### src/rtl/fetch_pkg.sv
// Shared defaults and entry type for the instruction prefetch queue.
package fetch_pkg;
    localparam int ADDR_W    = 5;
    localparam int INST_W    = 32;
    localparam int DEPTH     = 4;
    localparam int MEM_WORDS = 2**ADDR_W;

    typedef struct packed {
        logic [ADDR_W-1:0] pc;
        logic [INST_W-1:0] inst;
    } fetch_entry_t;
endpackage

### src/rtl/fetch_queue_if.sv
// Memory, pipeline-control and IF/ID-facing signals of the fetch queue.
interface fetch_queue_if import fetch_pkg::*; #(
    parameter int ADDR_W = fetch_pkg::ADDR_W,
    parameter int INST_W = fetch_pkg::INST_W
);
    logic [ADDR_W-1:0] mem_addr;
    logic [INST_W-1:0] mem_inst;
    logic              stall;
    logic              redirect_valid;
    logic [ADDR_W:0]   redirect_pc;
    logic              out_valid;
    logic [ADDR_W-1:0] out_pc;
    logic [INST_W-1:0] out_inst;
    logic              done;

    modport master (
        output mem_addr, out_valid, out_pc, out_inst, done,
        input  mem_inst, stall, redirect_valid, redirect_pc
    );
    modport slave (
        input  mem_addr, out_valid, out_pc, out_inst, done,
        output mem_inst, stall, redirect_valid, redirect_pc
    );
endinterface

### src/rtl/fetch_fifo.sv
// Power-of-two circular FIFO of fetch entries with a single-cycle flush.
module fetch_fifo import fetch_pkg::*; #(
    parameter type entry_t = fetch_entry_t,
    parameter int  DEPTH   = fetch_pkg::DEPTH,
    localparam int PTR_W   = $clog2(DEPTH),
    localparam int CNT_W   = PTR_W + 1
) (
    input  logic             clk,
    input  logic             rst_n,
    input  logic             push,
    input  logic             pop,
    input  logic             flush,
    input  entry_t           din,
    output logic [CNT_W-1:0] count,
    output entry_t           head
);
    entry_t           mem [DEPTH];
    logic [PTR_W-1:0] hd_ptr, tl_ptr;

    // Pointers wrap for free because DEPTH is a power of two.
    always_ff @(posedge clk or negedge rst_n) begin
        if (!rst_n) begin
            hd_ptr <= '0;
            tl_ptr <= '0;
            count  <= '0;
        end else if (flush) begin
            hd_ptr <= '0;
            tl_ptr <= '0;
            count  <= '0;
        end else begin
            if (push) tl_ptr <= tl_ptr + 1'b1;
            if (pop)  hd_ptr <= hd_ptr + 1'b1;
            count <= count + CNT_W'(push) - CNT_W'(pop);
        end
    end

    always_ff @(posedge clk) begin
        if (push && !flush) mem[tl_ptr] <= din;
    end

    assign head = mem[hd_ptr];
endmodule

### src/rtl/fetch_queue.sv
// Instruction prefetch buffer: walks fetch_pc through memory, queues {pc, inst}
// pairs and presents the head to IF/ID; redirect flushes and refetches.
module fetch_queue import fetch_pkg::*; #(
    parameter int  ADDR_W = fetch_pkg::ADDR_W,
    parameter int  INST_W = fetch_pkg::INST_W,
    parameter int  DEPTH  = fetch_pkg::DEPTH,
    localparam int CNT_W  = $clog2(DEPTH) + 1
) (
    input logic         clk,
    input logic         rst_n,
    fetch_queue_if.master bus
);
    typedef struct packed {
        logic [ADDR_W-1:0] pc;
        logic [INST_W-1:0] inst;
    } entry_t;

    logic [ADDR_W:0]  fetch_pc;
    logic [CNT_W-1:0] count;
    logic             push, pop, out_valid, in_range, full;
    entry_t           head, din;

    // The extra MSB marks end-of-program, so fetch never wraps.
    assign in_range  = !fetch_pc[ADDR_W];
    assign full      = (count == CNT_W'(DEPTH));
    assign out_valid = (count != '0);
    assign pop       = out_valid && !bus.stall && !bus.redirect_valid;
    assign push      = !bus.redirect_valid && in_range && (!full || pop);
    assign din       = '{pc: fetch_pc[ADDR_W-1:0], inst: bus.mem_inst};

    fetch_fifo #(.entry_t(entry_t), .DEPTH(DEPTH)) u_fifo (
        .clk   (clk),
        .rst_n (rst_n),
        .push  (push),
        .pop   (pop),
        .flush (bus.redirect_valid),
        .din   (din),
        .count (count),
        .head  (head)
    );

    always_ff @(posedge clk or negedge rst_n) begin
        if (!rst_n)                  fetch_pc <= '0;
        else if (bus.redirect_valid) fetch_pc <= bus.redirect_pc;
        else if (push)               fetch_pc <= fetch_pc + 1'b1;
    end

    always_ff @(posedge clk or negedge rst_n) begin
        if (!rst_n) bus.done <= 1'b0;
        else        bus.done <= !in_range && (count == '0) && !bus.redirect_valid;
    end

    // Empty queue presents zeros so IF/ID loads a NOP-equivalent.
    assign bus.mem_addr  = fetch_pc[ADDR_W-1:0];
    assign bus.out_valid = out_valid;
    assign bus.out_pc    = out_valid ? head.pc   : '0;
    assign bus.out_inst  = out_valid ? head.inst : '0;
endmodule
### src/flat_wrapper.sv
// flat-port wrapper written by rule: the top's interface ports become plain ports
module fetch_queue_flat import fetch_pkg::*;
#(
    parameter int  ADDR_W = fetch_pkg::ADDR_W,
    parameter int  INST_W = fetch_pkg::INST_W,
    parameter int  DEPTH  = fetch_pkg::DEPTH,
    localparam int CNT_W  = $clog2(DEPTH) + 1
)
  (clk, rst_n, bus_mem_addr, bus_out_valid, bus_out_pc, bus_out_inst, bus_done, bus_mem_inst, bus_stall, bus_redirect_valid, bus_redirect_pc);
  fetch_queue_if #(.ADDR_W(ADDR_W), .INST_W(INST_W)) bus_i ();
  input logic clk;
  input logic rst_n;
  output wire logic [$bits(bus_i.mem_addr)-1:0] bus_mem_addr;
  output wire logic [$bits(bus_i.out_valid)-1:0] bus_out_valid;
  output wire logic [$bits(bus_i.out_pc)-1:0] bus_out_pc;
  output wire logic [$bits(bus_i.out_inst)-1:0] bus_out_inst;
  output wire logic [$bits(bus_i.done)-1:0] bus_done;
  input wire logic [$bits(bus_i.mem_inst)-1:0] bus_mem_inst;
  input wire logic [$bits(bus_i.stall)-1:0] bus_stall;
  input wire logic [$bits(bus_i.redirect_valid)-1:0] bus_redirect_valid;
  input wire logic [$bits(bus_i.redirect_pc)-1:0] bus_redirect_pc;
  assign bus_mem_addr = bus_i.mem_addr;
  assign bus_out_valid = bus_i.out_valid;
  assign bus_out_pc = bus_i.out_pc;
  assign bus_out_inst = bus_i.out_inst;
  assign bus_done = bus_i.done;
  assign bus_i.mem_inst = bus_mem_inst;
  assign bus_i.stall = bus_stall;
  assign bus_i.redirect_valid = bus_redirect_valid;
  assign bus_i.redirect_pc = bus_redirect_pc;
  fetch_queue #(.ADDR_W(ADDR_W), .INST_W(INST_W), .DEPTH(DEPTH)) u_core (.clk(clk), .rst_n(rst_n), .bus(bus_i));
endmodule
### config.mk
export PLATFORM = sky130hd
export DESIGN_NAME = fetch_queue_flat
export DESIGN_NICKNAME = d
export VERILOG_FILES = /design/src/rtl/fetch_pkg.sv /design/src/rtl/fetch_queue_if.sv /design/src/rtl/fetch_fifo.sv /design/src/rtl/fetch_queue.sv /design/src/flat_wrapper.sv
export SDC_FILE = /design/constraint.sdc
export NUM_CORES = 1
export LEC_CHECK = 0
export ABC_CLOCK_PERIOD_IN_PS = 3120
export CAP_MARGIN = 15
export CORE_MARGIN = 1.5
export CORE_UTILIZATION = 55
export CTS_BUF_LIST = sky130_fd_sc_hd__clkbuf_16
export DETAILED_ROUTE_END_ITERATION = 6
export GPL_TIMING_DRIVEN = 0
export PLACE_DENSITY = 0.77
export SYNTH_ARGS = -nofsm -noshare
export SYNTH_HDL_FRONTEND = slang
export SYNTH_SLANG_ARGS = --single-unit
### constraint.sdc
create_clock -name clk -period 3.12 [get_ports clk]
set_clock_uncertainty 0.15 [all_clocks]
set_input_delay 0.468 -clock clk [delete_from_list [all_inputs] [get_ports clk]]
set_output_delay 0.468 -clock clk [all_outputs]
set_load 0.05 [all_outputs]
==> key figures, run 1 <==
CTS
  • # clock sinks: 162
  • CTS tree: yes
  • Max Root-Sink Buffers: 2
  • CTS resizes: 36
  • Worst skew pair latency: 0.42 ns
  • CTS buffer count: 17
  • Root Driver: clkbuf_16
  • CTS Hold Buffers Added: 0
  • CTS clock-pin slew for the worst setup and hold paths: 0.06 ns
  • Post-CTS Setup Inserts: 0
  • CTS H-tree lvls: 4

Finish
  • Fin cells: ~590
  • Fin nets: 478
  • Syn-to-layout area delta: 26.1%
  • ANT cells: 0
  • Fin area: 8100 sq um
  • Layout cells sized above 1: 23.1%

Synth
  • Yosys synthesis warning count: 0
  • EDFF count, synth: between 100 and 150
  • Netlist cell types: 35
  • Synth area leaders: edfxtp_1 69%, mux4_2 13%, dfrtp_1 5.5%
  • Sequential fraction of the synthesis area: about three quarters
  • Mapped cell area: around 6400 sq um
  • Largest area contributor in the netlist: edfxtp_1
  • FFs w/ async S/R, synth: under 10%
  • Post-Syn Nets: 370
  • Post-Syn Area per Cell: 20.0 sq um
  • Top-area cell type share of the netlist area: a little under 70%
  • Primary FF master, synth: edfxtp_1
  • Register bit total from synthesis: roughly 160
  • Synthesized instance count: between 300 and 400

Route
  • WL final: 11800 um
  • DRT Pass-1 Iters: 5
  • DRC: 0
  • Via count: 3267
  • Drt wl/cell: just over 20 um
  • Antenna Nets Post-Route: 0
  • Initial DRC Count: around 210
  • Vias/cell: between 5 and 6

Global routing
  • First-pass GRT wire length: 18900 um
  • Total GRT Usage: around 20%
  • Vias in the first global route: 3599
  • Initial antenna violation count: 0
  • Overflow after GRT: 0
  • Largest net degree at the start of global routing: 33

STA
  • RSZ-0062 raised after global routing: no
  • WHS: about 0.31 ns
  • Final Cycle Share: a little over nine tenths
  • Slew HR: a little over half
  • Worst slew pin tran: approximately 0.68 ns
  • Final hold vios: 0
  • Setup TNS Final: 0 ns
  • Max Slew Vio Count: 0
  • Maximum clock rate: ~0.34 GHz
  • Min Tclk post-route: about 3 ns
  • Endpoints failing setup: 0

Power and ir drop
  • Clk pwr share: between 30% and 40%
  • PD cells: approximately 860 nW/um^2
  • Combinational Power Share: between 30% and 40%
  • Sw Pwr: between 2000 and 2500 uW
  • P_int: ~4600 uW
  • Design Power: 7000 uW
  • Switching Fraction: around a third
  • Leak Pwr: a little under 0.003 uW
  • Flop pwr share: approximately 38%
  • Worst VDD drop: between 500 and 600 uV

Hold path
  • Hold Path Class: in -> async

Floorplan
  • Die X-Extent: roughly 110 um
  • Die Y: about 110 um
  • Die Area: about 12000 sq um
  • Row Count: 39
  • Core region area: approximately 11000 sq um
  • Initial Util: a little under three fifths
  • Num ports: between 80 and 90

Worst setup path
  • Startpoint Class: flip-flop
  • Setup crit end kind: output port
  • Crit-path max FO: 10
  • Worst R2R Start: u_core.u_fifo.count[1]
  • CP arrival: roughly 2.4 ns
  • CP Class: reg -> out
  • Worst setup path startpoint: u_core.u_fifo.hd_ptr[1]
  • CP required: 2.50 ns

Status
  • Run status: complete, no violations

Place
  • Placed Area: roughly 7500 sq um
  • DP Wirelength: 7250 um
  • Port bufs: 85
  • Dpl cells: between 500 and 600
  • GP Congestion: about 0.8

Flow run
  • Max-Cap Viols: 0
==> cell usage after synthesis, drive strengths merged (2+ instances only) <==
library cell,instances
edfxtp,148
and2,41
mux4,37
dfrtp,14
buf,12
clkbuf,8
nor2,7
ha,6
inv,6
o21ai,4
a21oi,3
a31oi,3
nand2,3
nand2b,3
nor3,3
o31ai,3
or3,3
or4,3
nand3,2
o211ai,2
==> worst max-delay path: stages (launching register included) <==
cell           delay [ns]
dfrtp_1              0.38
buf_2                0.29
buf_2                0.33
mux4_2               0.36
and2_1               0.17
dlygate4sd2_1        0.42
==> power by group through the flow <==
stage,combinational (uW),sequential (uW),clock [uW]
floorplan,1630,2660,0
global placement,2370,2670,0
detailed placement,2430,2670,0
CTS,2310,2640,2130
global route,2400,2650,2210
finish,2260,2640,2100
==> flip-flops by register name, summed over array words and instances, names as in the netlist <==
name / count
u_core.u_fifo.count: 3
u_core.u_fifo.mem: 148
u_core.u_fifo.tl_ptr: 2
u_core.bus.done: 1
u_core.fetch_pc: 6
u_core.u_fifo.hd_ptr: 2
==> kinds of logic (layout without fill, tap and decap cells) <==
family,after synthesis,in the layout,synth area share (%)
xor+xnor,2,2,0.273
fa+ha+maj,7,7,1.48
mux,38,38,13.1
compound gates,18,18,1.85
flops,162,162,74.7
buf+inv,26,147,2.09
simple gates,68,68,6.47
==> layout make-up <==
cell class | count | area (sq um)
buffer | 20 | 121
clock buffer | 17 | 425
clock inverter | 15 | 179
fill | 720 | 3320
inverter | 6 | 22.5
multi-input combinational | 133 | 1500
sequential | 162 | 4790
tap | 143 | 179
timing repair buffer | 89 | 873
==> final timing paths <==
| path | endpoint | slack, ns | cells after the start |
|---|---|---|---|
| min in group clk | u_core.u_fifo.tl_ptr[1] | 0.45 | 2 |
| hold reg to reg | u_core.u_fifo.tl_ptr[1] | 0.45 | 2 |
| hold / removal | u_core.fetch_pc[3] | 0.31 | 1 |
| setup reg to reg | u_core.u_fifo.count[2] | 0.78 | 8 |
| setup / recovery | bus_out_inst[26] | 0.15 | 5 |
| max in group asynchronous | u_core.u_fifo.hd_ptr[1] | 2.07 | 1 |
==> through the flow <==
stage / utilization (%) / setup slack (ns)
6_report: 70.9 / 0.149
2_1_floorplan: - / 0.637
4_1_cts: 71.1 / 0.00247
3_5_place_dp: 66.0 / 0.0577
3_3_place_gp: 65.2 / -0.699
5_1_grt: 70.9 / 0.0285
==> layer usage <==
metal,global-route usage (%),routed length (um),up-vias
li1,-,-,1494
met1,27.9,5130,1672
met2,32.7,6020,95
met3,6.29,593,6
met4,5.40,60,0
met5,0,0,-
==> cells in the final DEF (no fill, tap or decap), types with 8 or more instances in the layout <==
cell	n
and2_1	37
clkbuf_16	17
inv_1	9
mux4_2	37
dfrtp_1	14
edfxtp_1	148
clkbuf_2	14
buf_4	8
clkdlybuf4s50_1	48
dlygate4sd2_1	20
Power figures use the tool's default switching activity.
==> inputs of run 2 (changes only) <==
- CAP_MARGIN: 15 -> 20
==> results of run 2 <==
The final DEF is identical to that of run 1; final timing and power are the same.
==> inputs of run 3 (changes only) <==
--- a/config.mk
+++ b/config.mk
@@ -7,6 +7,8 @@
 export LEC_CHECK = 0
-export ABC_CLOCK_PERIOD_IN_PS = 3120
+export ABC_CLOCK_PERIOD_IN_PS = 2700
 export CAP_MARGIN = 20
+export CELL_PAD_IN_SITES_DETAIL_PLACEMENT = 1
+export CELL_PAD_IN_SITES_GLOBAL_PLACEMENT = 2
 export CORE_MARGIN = 1.5
-export CORE_UTILIZATION = 55
+export CORE_UTILIZATION = 37
 export CTS_BUF_LIST = sky130_fd_sc_hd__clkbuf_16
@@ -14,3 +16,3 @@
 export GPL_TIMING_DRIVEN = 0
-export PLACE_DENSITY = 0.77
+export PLACE_DENSITY = 0.72
 export SYNTH_ARGS = -nofsm -noshare
==> constraint.sdc (replaced) <==
create_clock -name clk -period 2.7 [get_ports clk]
set_clock_uncertainty 0.15 [all_clocks]
set_input_delay 0.405 -clock clk [delete_from_list [all_inputs] [get_ports clk]]
set_output_delay 0.405 -clock clk [all_outputs]
set_load 0.02 [all_outputs]
==> key figures, run 3 (synthesized netlist as in run 1, its figures left out) <==
Finish
  • Max FFs per register: 148
  • Commonest non-fill, non-tap cells in the layout: 148 x edfxtp_1, 48 x clkdlybuf4s50_1, 37 x mux4_2, 37 x and2_1, 25 x dlygate4sd2_1
  • Most flops, register: u_core.u_fifo.mem
  • Fin area: around 8300 sq um
  • Fin nets: 484
  • ANT cells: 0
  • Syn-to-layout area delta: 28.8%
  • Regs by FF count: u_core.u_fifo.mem x148, u_core.fetch_pc x6, u_core.u_fifo.count x3
  • Commonest non-fill, non-tap cell in the layout: edfxtp_1
  • Filler cells: about 1600
  • Layout cells sized above 1: between 20% and 30%

Worst setup path
  • Critical Path End: bus_out_inst[1]
  • Setup crit end kind: output port
  • R2R Setup Slk: between 0.2 and 0.25 ns
  • CP required: 2.14 ns
  • Worst setup path startpoint: u_core.u_fifo.hd_ptr[0]
  • Crit-path max FO: 10
  • CP arrival: about 2.1 ns
  • RR Endpoint: u_core.u_fifo.mem[3][30]
  • Worst R2R Start: u_core.u_fifo.count[0]
  • Startpoint Class: flip-flop
  • CP Class: reg -> out
  • R2R cell count: 6

STA
  • Final Worst Setup Slack: between 0.06 and 0.07 ns
  • Final hold vios: 0
  • Max Slew Vio Count: 0
  • Final Cycle Share: between 90% and 100%
  • Slew HR: between 50% and 60%
  • Maximum clock rate: about 0.38 GHz
  • Worst slew pin tran: ~0.69 ns
  • Setup TNS Final: 0 ns
  • Endpoints failing setup: 0
  • WHS: roughly 0.25 ns
  • Min Tclk post-route: ~2.6 ns

Floorplan
  • Die Y: ~130 um
  • Core region area: roughly 17000 sq um
  • Die Area: roughly 18000 sq um
  • Initial Util: around two fifths
  • Die X-Extent: 135 um
  • Row Count: 47
  • Num ports: 86

CTS
  • # clock sinks: ~160
  • Max Root-Sink Buffers: 2
  • Root Driver: clkbuf_16
  • CTS clock-pin slew for the worst setup and hold paths: around 0.060 ns
  • CTS tree: yes
  • CTS H-tree lvls: 4
  • Worst skew pair latency: approximately 0.42 ns
  • CTS Hold Buffers Added: 0
  • CTS buffer count: 17

Power and ir drop
  • Worst VDD drop: between 400 and 500 uV
  • PD cells: around 900 nW/um^2
  • Leak Pwr: around 0.0029 uW

Route
  • Antenna Nets Post-Route: 0
  • WL final: between 10000 and 15000 um
  • DRT Pass-1 Iters: 4
  • Drt wl/cell: roughly 20 um
  • Initial DRC Count: roughly 240
  • Via count: 3333
  • DRC: 0
  • Vias/cell: 4.99

Flow run
  • Max-Cap Viols: 0

Place
  • GP Congestion: 0.674
  • Port bufs: 85
  • DP Wirelength: between 8000 and 9000 um
  • Placed Area: between 7000 and 8000 sq um
  • Place WS: -0.264 ns

Global routing
  • Vias in the first global route: 3690
  • Overflow after GRT: 0
  • Initial antenna violation count: 0
  • Total GRT Usage: between 15 and 20%
  • First-pass GRT wire length: about 21000 um
  • Largest net degree at the start of global routing: 25

Status
  • Run status: complete, no violations

Hold path
  • Hold Path Class: in -> async
-- run 3: cell count changes in the layout (fill, tap and decap cells not counted), sizes merged --
cell | before | now
clkbuf | 35 | 27
buf | 16 | 23
clkdlybuf4s15 | 0 | 5
dlygate4sd2 | 20 | 25
dlymetal6s2s | 7 | 4
bufinv | 4 | 2
clkinv | 2 | 4
-- run 3: layout make-up --
type | count | area (sq um) | area share [%]
sequential | 162 | 4800 | 58.0
multi-input combinational | 133 | 1500 | 18.2
timing repair buffer | 96 | 947 | 11.5
clock buffer | 17 | 425 | 5.15
tap | 220 | 275 | 3.33
buffer | 19 | 170 | 2.06
clock inverter | 15 | 130 | 1.57
inverter | 6 | 22.5 | 0.272
-- run 3: through the flow --
stage / utilization (%) / instances / total power (uW)
floorplan: - / 321 / 4310
global placement: 45.0 / 626 / 5250
detailed placement: 45.5 / 630 / 5300
CTS: 49.0 / 663 / 7480
global route: 49.3 / 668 / 7770
finish: 49.3 / 668 / 7440
-- run 3: what timing repair did --
action / 4_1_cts / 5_1_grt
buffers inserted: 1 / 6
resized for setup: 53 / 23
pin swaps: 1 / 1
setup endpoints to repair: 38 / 22
-- run 3: layer usage --
layer  up-vias  share of wire, %  global-route usage (%)
met2        85                49                    25.0
met1      1736                46                    20.7
met4         0               1.5                    6.81
li1       1495                 -                       -
met5         -                 0                       0
met3        17               3.6                    3.00
-- run 3: report_power, final --
group          internal [uW]  switching (uW)  total, uW
clock network           1330             918       2250
logic                   1010            1130       2140
registers               2950            94.4       3050
total                   5300            2140       7440
-- run 3: how the worst min path moves through the flow --
stage | to | slack, ns | cells past startpoint
floorplan | u_core.bus.done | -0.04 | 0
global placement | u_core.u_fifo.tl_ptr[0] | 0.38 | 1
detailed placement | u_core.u_fifo.tl_ptr[0] | 0.39 | 1
CTS | u_core.fetch_pc[2] | 0.26 | 1
global route | u_core.fetch_pc[4] | 0.29 | 1
finish | u_core.fetch_pc[2] | 0.25 | 1
-- run 3: worst max-delay path: stages, from the launching register on --
cell and delay (ns):
dfrtp_2 0.39, buf_4 0.13, buf_12 0.14, mux4_2 0.49, and2_1 0.17, dlygate4sd2_1 0.34
